### config.mk
export PLATFORM = sky130hd
export DESIGN_NAME = rsa_modexp
export DESIGN_NICKNAME = d
export VERILOG_FILES = /design/src/rtl/rsa_pkg.sv /design/src/rtl/rsa_modmul.sv /design/src/rtl/rsa_modexp.sv
export SDC_FILE = /design/constraint.sdc
export NUM_CORES = 1
export LEC_CHECK = 0
export BUFFER_PORTS_ARGS = -buffer_cell sky130_fd_sc_hd__buf_2
export CORE_ASPECT_RATIO = 1.5
export CORE_UTILIZATION = 50
export CTS_CLUSTER_SIZE = 8
export DETAILED_ROUTE_END_ITERATION = 10
export GPL_TIMING_DRIVEN = 0
export PLACE_DENSITY_LB_ADDON = 0.25
export REMOVE_ABC_BUFFERS = 1
export SYNTH_ARGS = -nofsm -noshare
export SYNTH_HDL_FRONTEND = slang
export SYNTH_SLANG_ARGS = --single-unit
### constraint.sdc
create_clock -name clk -period 8.2 [get_ports clk]
set_input_delay 0.82 -clock clk [delete_from_list [all_inputs] [get_ports clk]]
set_output_delay 0.82 -clock clk [all_outputs]
set_load 0.01 [all_outputs]
### src/rtl/rsa_pkg.sv
// Shared definitions for the RSA modular-exponentiation unit: FSM states and default width.
package rsa_pkg;

  localparam int unsigned RsaWidthDefault = 8;

  typedef enum logic [2:0] {
    StIdle,
    StLoad,
    StMul,
    StStep,
    StDone
  } rsa_state_e;

endpackage

### src/rtl/rsa_modmul.sv
// Interleaved MSB-first modular multiplier: one bit of a per run cycle, WIDTH cycles per product.
// start (sync) zeroes the accumulator; a, b and m must stay stable while run is high.
module rsa_modmul #(
  parameter int unsigned WIDTH = rsa_pkg::RsaWidthDefault
) (
  input  logic             clk,
  input  logic             rstb,
  input  logic             ena,
  input  logic             start,
  input  logic             run,
  input  logic [WIDTH-1:0] a,
  input  logic [WIDTH-1:0] b,
  input  logic [WIDTH-1:0] m,
  output logic [WIDTH-1:0] product,
  output logic             done
);

  localparam int unsigned CntW = $clog2(WIDTH);

  logic [WIDTH+1:0] p_q, p_d;
  logic [CntW-1:0]  cnt_q, cnt_d;
  logic [CntW-1:0]  idx;
  logic             a_bit;
  logic [WIDTH+1:0] mm, acc, acc1, acc2;

  always_comb begin
    idx   = CntW'(WIDTH - 1) - cnt_q;
    a_bit = a[idx];
    mm    = {2'b00, m};
    // P < M keeps 2P + B below 3M, so WIDTH+2 bits never overflow.
    acc   = (p_q << 1) + (a_bit ? {2'b00, b} : '0);
    acc1  = (acc >= mm) ? acc - mm : acc;
    acc2  = (acc1 >= mm) ? acc1 - mm : acc1;
  end

  always_comb begin
    p_d   = p_q;
    cnt_d = cnt_q;
    if (start) begin
      p_d   = '0;
      cnt_d = '0;
    end else if (run) begin
      p_d   = acc2;
      cnt_d = cnt_q + 1'b1;
    end
  end

  always_ff @(posedge clk or negedge rstb) begin
    if (!rstb) begin
      p_q   <= '0;
      cnt_q <= '0;
    end else if (ena) begin
      p_q   <= p_d;
      cnt_q <= cnt_d;
    end
  end

  assign product = p_q[WIDTH-1:0];
  assign done    = run && (cnt_q == CntW'(WIDTH - 1));

endmodule

### src/rtl/rsa_modexp.sv
// Right-to-left binary modular exponentiation built on two parallel rsa_modmul units.
// Optional RSA_EXP_EARLY_EXIT_EN: finish as soon as the remaining exponent is zero.
module rsa_modexp #(
  parameter int unsigned WIDTH = rsa_pkg::RsaWidthDefault
) (
  input  logic             clk,
  input  logic             rstb,
  input  logic             ena,
  input  logic             en_rsa,
  input  logic             clear_rsa,
  input  logic [WIDTH-1:0] plain_text,
  input  logic [WIDTH-1:0] exponent,
  input  logic [WIDTH-1:0] modulus,
  output logic [WIDTH-1:0] cipher_text,
  output logic             eoc_rsa,
  output logic             busy
);

  import rsa_pkg::*;

  localparam int unsigned CntW = $clog2(WIDTH + 1);

  rsa_state_e       state_q, state_d;
  logic [WIDTH-1:0] result_q, result_d;
  logic [WIDTH-1:0] base_q, base_d;
  logic [WIDTH-1:0] exp_q, exp_d;
  logic [WIDTH-1:0] mod_q, mod_d;
  logic [CntW-1:0]  bitcnt_q, bitcnt_d, bitcnt_inc;
  logic [WIDTH-1:0] cipher_q, cipher_d;

  logic             load_bad, last_bit;
  logic             mul_start, mul_run, done_r, done_b, mul_done;
  logic [WIDTH-1:0] prod_r, prod_b;

  assign load_bad   = (modulus < WIDTH'(2)) || (plain_text >= modulus);
  assign bitcnt_inc = bitcnt_q + 1'b1;

`ifdef RSA_EXP_EARLY_EXIT_EN
  assign last_bit = (bitcnt_inc == CntW'(WIDTH)) || (exp_q[WIDTH-1:1] == '0);
`else
  assign last_bit = (bitcnt_inc == CntW'(WIDTH));
`endif

  assign mul_start = (state_d == StMul) && (state_q != StMul);
  assign mul_run   = (state_q == StMul);
  assign mul_done  = done_r && done_b;

  rsa_modmul #(.WIDTH(WIDTH)) u_mul_result (
    .clk     (clk),
    .rstb    (rstb),
    .ena     (ena),
    .start   (mul_start),
    .run     (mul_run),
    .a       (result_q),
    .b       (base_q),
    .m       (mod_q),
    .product (prod_r),
    .done    (done_r)
  );

  rsa_modmul #(.WIDTH(WIDTH)) u_mul_square (
    .clk     (clk),
    .rstb    (rstb),
    .ena     (ena),
    .start   (mul_start),
    .run     (mul_run),
    .a       (base_q),
    .b       (base_q),
    .m       (mod_q),
    .product (prod_b),
    .done    (done_b)
  );

  always_ff @(posedge clk or negedge rstb) begin
    if (!rstb) begin
      state_q <= StIdle;
    end else if (ena) begin
      state_q <= state_d;
    end
  end

  // Clear and abort both dominate every state transition.
  always_comb begin
    state_d = state_q;
    if (!clear_rsa || !en_rsa) begin
      state_d = StIdle;
    end else begin
      unique case (state_q)
        StIdle:  state_d = StLoad;
        StLoad:  state_d = load_bad ? StDone : StMul;
        StMul:   if (mul_done) state_d = StStep;
        StStep:  state_d = last_bit ? StDone : StMul;
        StDone:  state_d = StDone;
        default: state_d = StIdle;
      endcase
    end
  end

  always_comb begin
    eoc_rsa = (state_q == StDone);
    busy    = (state_q == StLoad) || (state_q == StMul) || (state_q == StStep);
  end

  always_comb begin
    result_d = result_q;
    base_d   = base_q;
    exp_d    = exp_q;
    mod_d    = mod_q;
    bitcnt_d = bitcnt_q;
    unique case (state_q)
      StLoad: begin
        result_d = WIDTH'(1);
        base_d   = plain_text;
        exp_d    = exponent;
        mod_d    = modulus;
        bitcnt_d = '0;
      end
      StStep: begin
        result_d = exp_q[0] ? prod_r : result_q;
        base_d   = prod_b;
        exp_d    = exp_q >> 1;
        bitcnt_d = bitcnt_inc;
      end
      default: ;
    endcase
  end

  // The result is published only on entry to DONE, so an abort leaves the last value visible.
  always_comb begin
    cipher_d = cipher_q;
    if (!clear_rsa) begin
      cipher_d = '0;
    end else if ((state_d == StDone) && (state_q != StDone)) begin
      cipher_d = (state_q == StLoad) ? '0 : result_d;
    end
  end

  always_ff @(posedge clk or negedge rstb) begin
    if (!rstb) begin
      result_q <= '0;
      base_q   <= '0;
      exp_q    <= '0;
      mod_q    <= '0;
      bitcnt_q <= '0;
      cipher_q <= '0;
    end else if (ena) begin
      result_q <= result_d;
      base_q   <= base_d;
      exp_q    <= exp_d;
      mod_q    <= mod_d;
      bitcnt_q <= bitcnt_d;
      cipher_q <= cipher_d;
    end
  end

  assign cipher_text = cipher_q;

endmodule

==> results.txt <==
* Data arrival time of the critical path: 7600 ps
* Total of endpoints with negative setup slack in the final report: 0
- In the global route stage, overall resource usage came out at 25.4%.
- Setup slack on the worst reg-to-reg path comes out at 830 ps.
- The worst setup path is launched from a register.
* Endpoint of the lowest-slack register-to-register path: u_mul_square.p_q[8]$_DFFE_PN0P_
- Routed vias/inst: 6.05
- In this run the cell area of the synthesized design comes to 6140 um^2.
- Capture endpoint of the worst hold path: cipher_text[6]$_DFFE_PN0P_
- Cell-by-cell trace of the critical path: mux4_2 > mux2i_1 > nor2b_1 > ha_1 > fa_1 > a21o_1 > a211oi_1 > nor2_1 > ha_1 > a21o_1 > or3_1 > o21ai_2 > o21ai_1 > or3_1 > mux2_2 > ha_1 > nor2b_1 > o21ai_0 > nand2b_1 > a221oi_1 > o21ai_0 > nor3_2 > nand2_1 > a32o_1
* Status: completed
* Cell at the slowest stage of the critical path: sky130_fd_sc_hd__mux4_2
- Most common cell after layout, fill and taps aside: sky130_fd_sc_hd__nand2_1
* Synthesis Warnings: 0
- Min Tclk post-route: 7370 ps
- The number of max-slew violations in the final report came to 0.
- Required time at the endpoint of the critical path: 8430 ps
- After floorplanning, the core was sized to cover 12000 um^2.
* Routability-driven placement congestion ratio: 0.875
- Once the floorplan was initialized, standard cells occupied 51.4% of the core.
* Final worst-path cycle share: 89.9%
- The number of different library cells used by synthesis comes to 64.
* Type of the worst setup path: reg -> reg
* Number of nets with antenna violations after detailed routing: 0
- Number of cells produced by synthesis: 699
- Setup repair after global routing left no endpoint under its margin.
- The synthesized design contains 71 register bits.
* Summed negative setup slack over all endpoints: 0 ps
- The largest single stage delay on the critical path is 530 ps.
* Maximum level of the CTS H-tree: 3
* Part of the Yosys area used for sequential elements: 28.9%
- Once placement completed, the tool counted placed cells totaling 867.
- Counting every sink on the clock net gives 71.
- Summed over all nets, the half-perimeter wirelength after detailed placement is 11700 um.
- Buffers inserted to repair hold after CTS numbered 0.
- Crit. End Element: register
- WHS Path Cells: 1
- Synth area leaders: sky130_fd_sc_hd__dfrtp_1, sky130_fd_sc_hd__ha_1, sky130_fd_sc_hd__nand2_1
* First-pass GRT wire length: 25300 um
- Derived from the worst setup path, the maximum achievable clock frequency is 136 MHz.
* Remaining global-route overflow: 0
- I/O pin total: 39
* Average cell area after synthesis: 8.78 um^2
* Commonest register cell after synthesis: sky130_fd_sc_hd__dfrtp_1
- The final number of hold-violating endpoints was 0.
* Initial DRT Pass Iterations: 4
- Maximum number of pins on one net before global-route repair: 72
- Synth-to-Final Area Change: 9.48%
* Via count: 5337
- Most prevalent standard cell on the critical path: sky130_fd_sc_hd__ha_1
- The filler cells instantiated in the layout total 1102.
* Worst Reg-to-Reg Cells: 24
* Clock latency on the worst-skew pair: 340 ps
- Width of the chip: 92.5 um
* Clock-pin transition on the worst setup and hold timing paths: 60 ps
* Max-cap violation count: 0
* Vias in the first global route: 5204
- Die Span Y: 138 um
- CTS buffer count: 9
- Slew @ Worst Pin: 1110 ps
- Yosys top cell by area: sky130_fd_sc_hd__dfrtp_1
- Launch point of the worst hold path: cipher_text[6]$_DFFE_PN0P_
- In the layout the commonest cells are sky130_fd_sc_hd__nand2_1, sky130_fd_sc_hd__dfrtp_1, sky130_fd_sc_hd__ha_1, sky130_fd_sc_hd__o21ai_0, sky130_fd_sc_hd__buf_2.
- Yosys mapped a number of flops with a built-in enable equal to 0.
- The floorplan has 49 rows.
* Worst hold path type: reg -> reg
- In the final routed layout, each cell accounts on average for 17.3 um.
- In the synthesized netlist the async set-or-reset flop fraction comes to 100%.
* Wire length after detailed routing: 15300 um
- The worst pin sits at a relative slew slack of 25.7%.
- Buffers placed on the I/O ports in this run total 38.
- Deepest clock path buffer count: 2
* Setup fix buffers added after clock tree synthesis: 0
- Final routed DRC violation total: 0
- 0 antenna diodes ended up in the layout.
- Area share of the leading cell type in the synthesized netlist: 28.9%
- Fraction of final layout cells sized beyond drive strength 1: 11.9%
- Total Die Area: 12700 um^2
* Post-Route Utilization: 56.2%
* Post_cts resized: 0
- TritonCTS built the clock tree.
- Once layout is complete, the cells apart from fillers number 882.
- Initial antenna violation count: 0
- In this run the critical register-to-register path is launched from u_mul_square.cnt_q[0]$_DFFE_PN0P_.
- DRC marker count from the first detailed-route iteration: 278
- Highest net fanout along the worst path: 8
* Layout Skew: 4.30 ps
- In the final design database the tool counted 819 nets.
* Buffer cell driving the clock tree root: sky130_fd_sc_hd__clkbuf_16
synthesized netlist by cell type, types with 3 or more instances:
master,count
sky130_fd_sc_hd__dfrtp_1,71
sky130_fd_sc_hd__or2_2,7
sky130_fd_sc_hd__fa_1,6
sky130_fd_sc_hd__a22o_1,13
sky130_fd_sc_hd__nor3_1,12
sky130_fd_sc_hd__nand2_1,91
sky130_fd_sc_hd__mux2i_1,28
sky130_fd_sc_hd__a21oi_1,26
sky130_fd_sc_hd__nand3_1,18
sky130_fd_sc_hd__nor2b_1,27
sky130_fd_sc_hd__a21boi_0,3
sky130_fd_sc_hd__o2bb2ai_1,7
sky130_fd_sc_hd__nor2_1,35
sky130_fd_sc_hd__o311ai_1,3
sky130_fd_sc_hd__or3_1,3
sky130_fd_sc_hd__mux4_2,4
sky130_fd_sc_hd__o21a_1,6
sky130_fd_sc_hd__xnor2_1,19
sky130_fd_sc_hd__o21ai_0,46
sky130_fd_sc_hd__a21o_1,20
sky130_fd_sc_hd__a211oi_1,6
sky130_fd_sc_hd__a31o_2,3
sky130_fd_sc_hd__ha_1,59
sky130_fd_sc_hd__nand4_1,15
sky130_fd_sc_hd__o31ai_1,5
sky130_fd_sc_hd__nand2b_1,15
sky130_fd_sc_hd__xor2_1,11
sky130_fd_sc_hd__mux2_2,12
sky130_fd_sc_hd__o211ai_1,10
sky130_fd_sc_hd__clkbuf_1,19
sky130_fd_sc_hd__o21ai_1,13
sky130_fd_sc_hd__a31oi_1,3
sky130_fd_sc_hd__o31a_1,4
sky130_fd_sc_hd__and3_1,3
sky130_fd_sc_hd__a22oi_1,6
sky130_fd_sc_hd__and2_1,3
sky130_fd_sc_hd__inv_1,31
cell type report:
cell class	count	area (um^2)	area share [%]
tap	153	191	2.85
clock buffer	9	225	3.35
multi-input combinational	574	4160	61.8
inverter	31	116	1.73
timing repair buffer	38	193	2.87
clock inverter	6	62.6	0.931
sequential	71	1780	26.4
critical path, delay by kind of cell, from the launching register on:
kind,cells,cell delay (ps)
AOI/OAI and AO/OA,9,2000
DFF,1,450
and+or+nand+nor,8,2040
muxes,3,1410
adders and majority gates,4,1390
through the flow:
| stage | instance area (um^2) | hold WS (ps) | setup slack (ps) |
|---|---|---|---|
| after floorplan | 6050 | 438 | 1840 |
| after global placement | 6430 | 453 | 990 |
| after detailed placement | 6430 | 470 | 833 |
| after CTS | 6720 | 483 | 833 |
| after global routing | 6720 | 511 | 232 |
| final | 6720 | 474 | 827 |
layer usage:
layer | part of all wire [%] | routed length [um] | up-vias | global-route usage (%)
li1 | - | - | 2613 | -
met1 | 41 | 6330 | 2556 | 29.7
met2 | 52 | 7920 | 139 | 46.3
met3 | 3.9 | 593 | 29 | 3.92
met4 | 2.7 | 413 | 0 | 9.64
met5 | 0 | 0 | - | 0
sequential cells by signal, indices dropped and copies added, names as in the netlist, 4 cells and up:
register          count
u_mul_square.p_q      9
u_mul_result.p_q      9
result_q              8
base_q                8
exp_q                 8
cipher_text           8
mod_q                 8
bitcnt_q              4
how the worst max path moves through the flow:
stage                                                 start                              end  slack [ps]  cells past startpoint
after floorplan           u_mul_square.cnt_q[0]$_DFFE_PN0P_  u_mul_square.p_q[4]$_DFFE_PN0P_        1840                     24
after global placement    u_mul_square.cnt_q[0]$_DFFE_PN0P_  u_mul_square.p_q[8]$_DFFE_PN0P_         990                     24
after detailed placement  u_mul_square.cnt_q[0]$_DFFE_PN0P_  u_mul_square.p_q[8]$_DFFE_PN0P_         830                     24
after CTS                 u_mul_square.cnt_q[0]$_DFFE_PN0P_  u_mul_square.p_q[8]$_DFFE_PN0P_         830                     24
after global routing      u_mul_square.cnt_q[0]$_DFFE_PN0P_  u_mul_square.p_q[8]$_DFFE_PN0P_         230                     24
final                     u_mul_square.cnt_q[0]$_DFFE_PN0P_  u_mul_square.p_q[8]$_DFFE_PN0P_         830                     24
cell families after synthesis:
logic type	after synthesis	share of synthesized area, %
adders and majority gates	65	14.0
buffers and inverters	54	3.40
AOI/OAI and AO/OA	195	21.8
muxes	46	8.66
xor gates and xnor gates	30	4.28
DFF	71	28.9
and+or+nand+nor	238	18.9
Power is left out: the tool's default activity adds up to more than one toggle a clock period on the data nets, which glitch-free logic cannot reach.
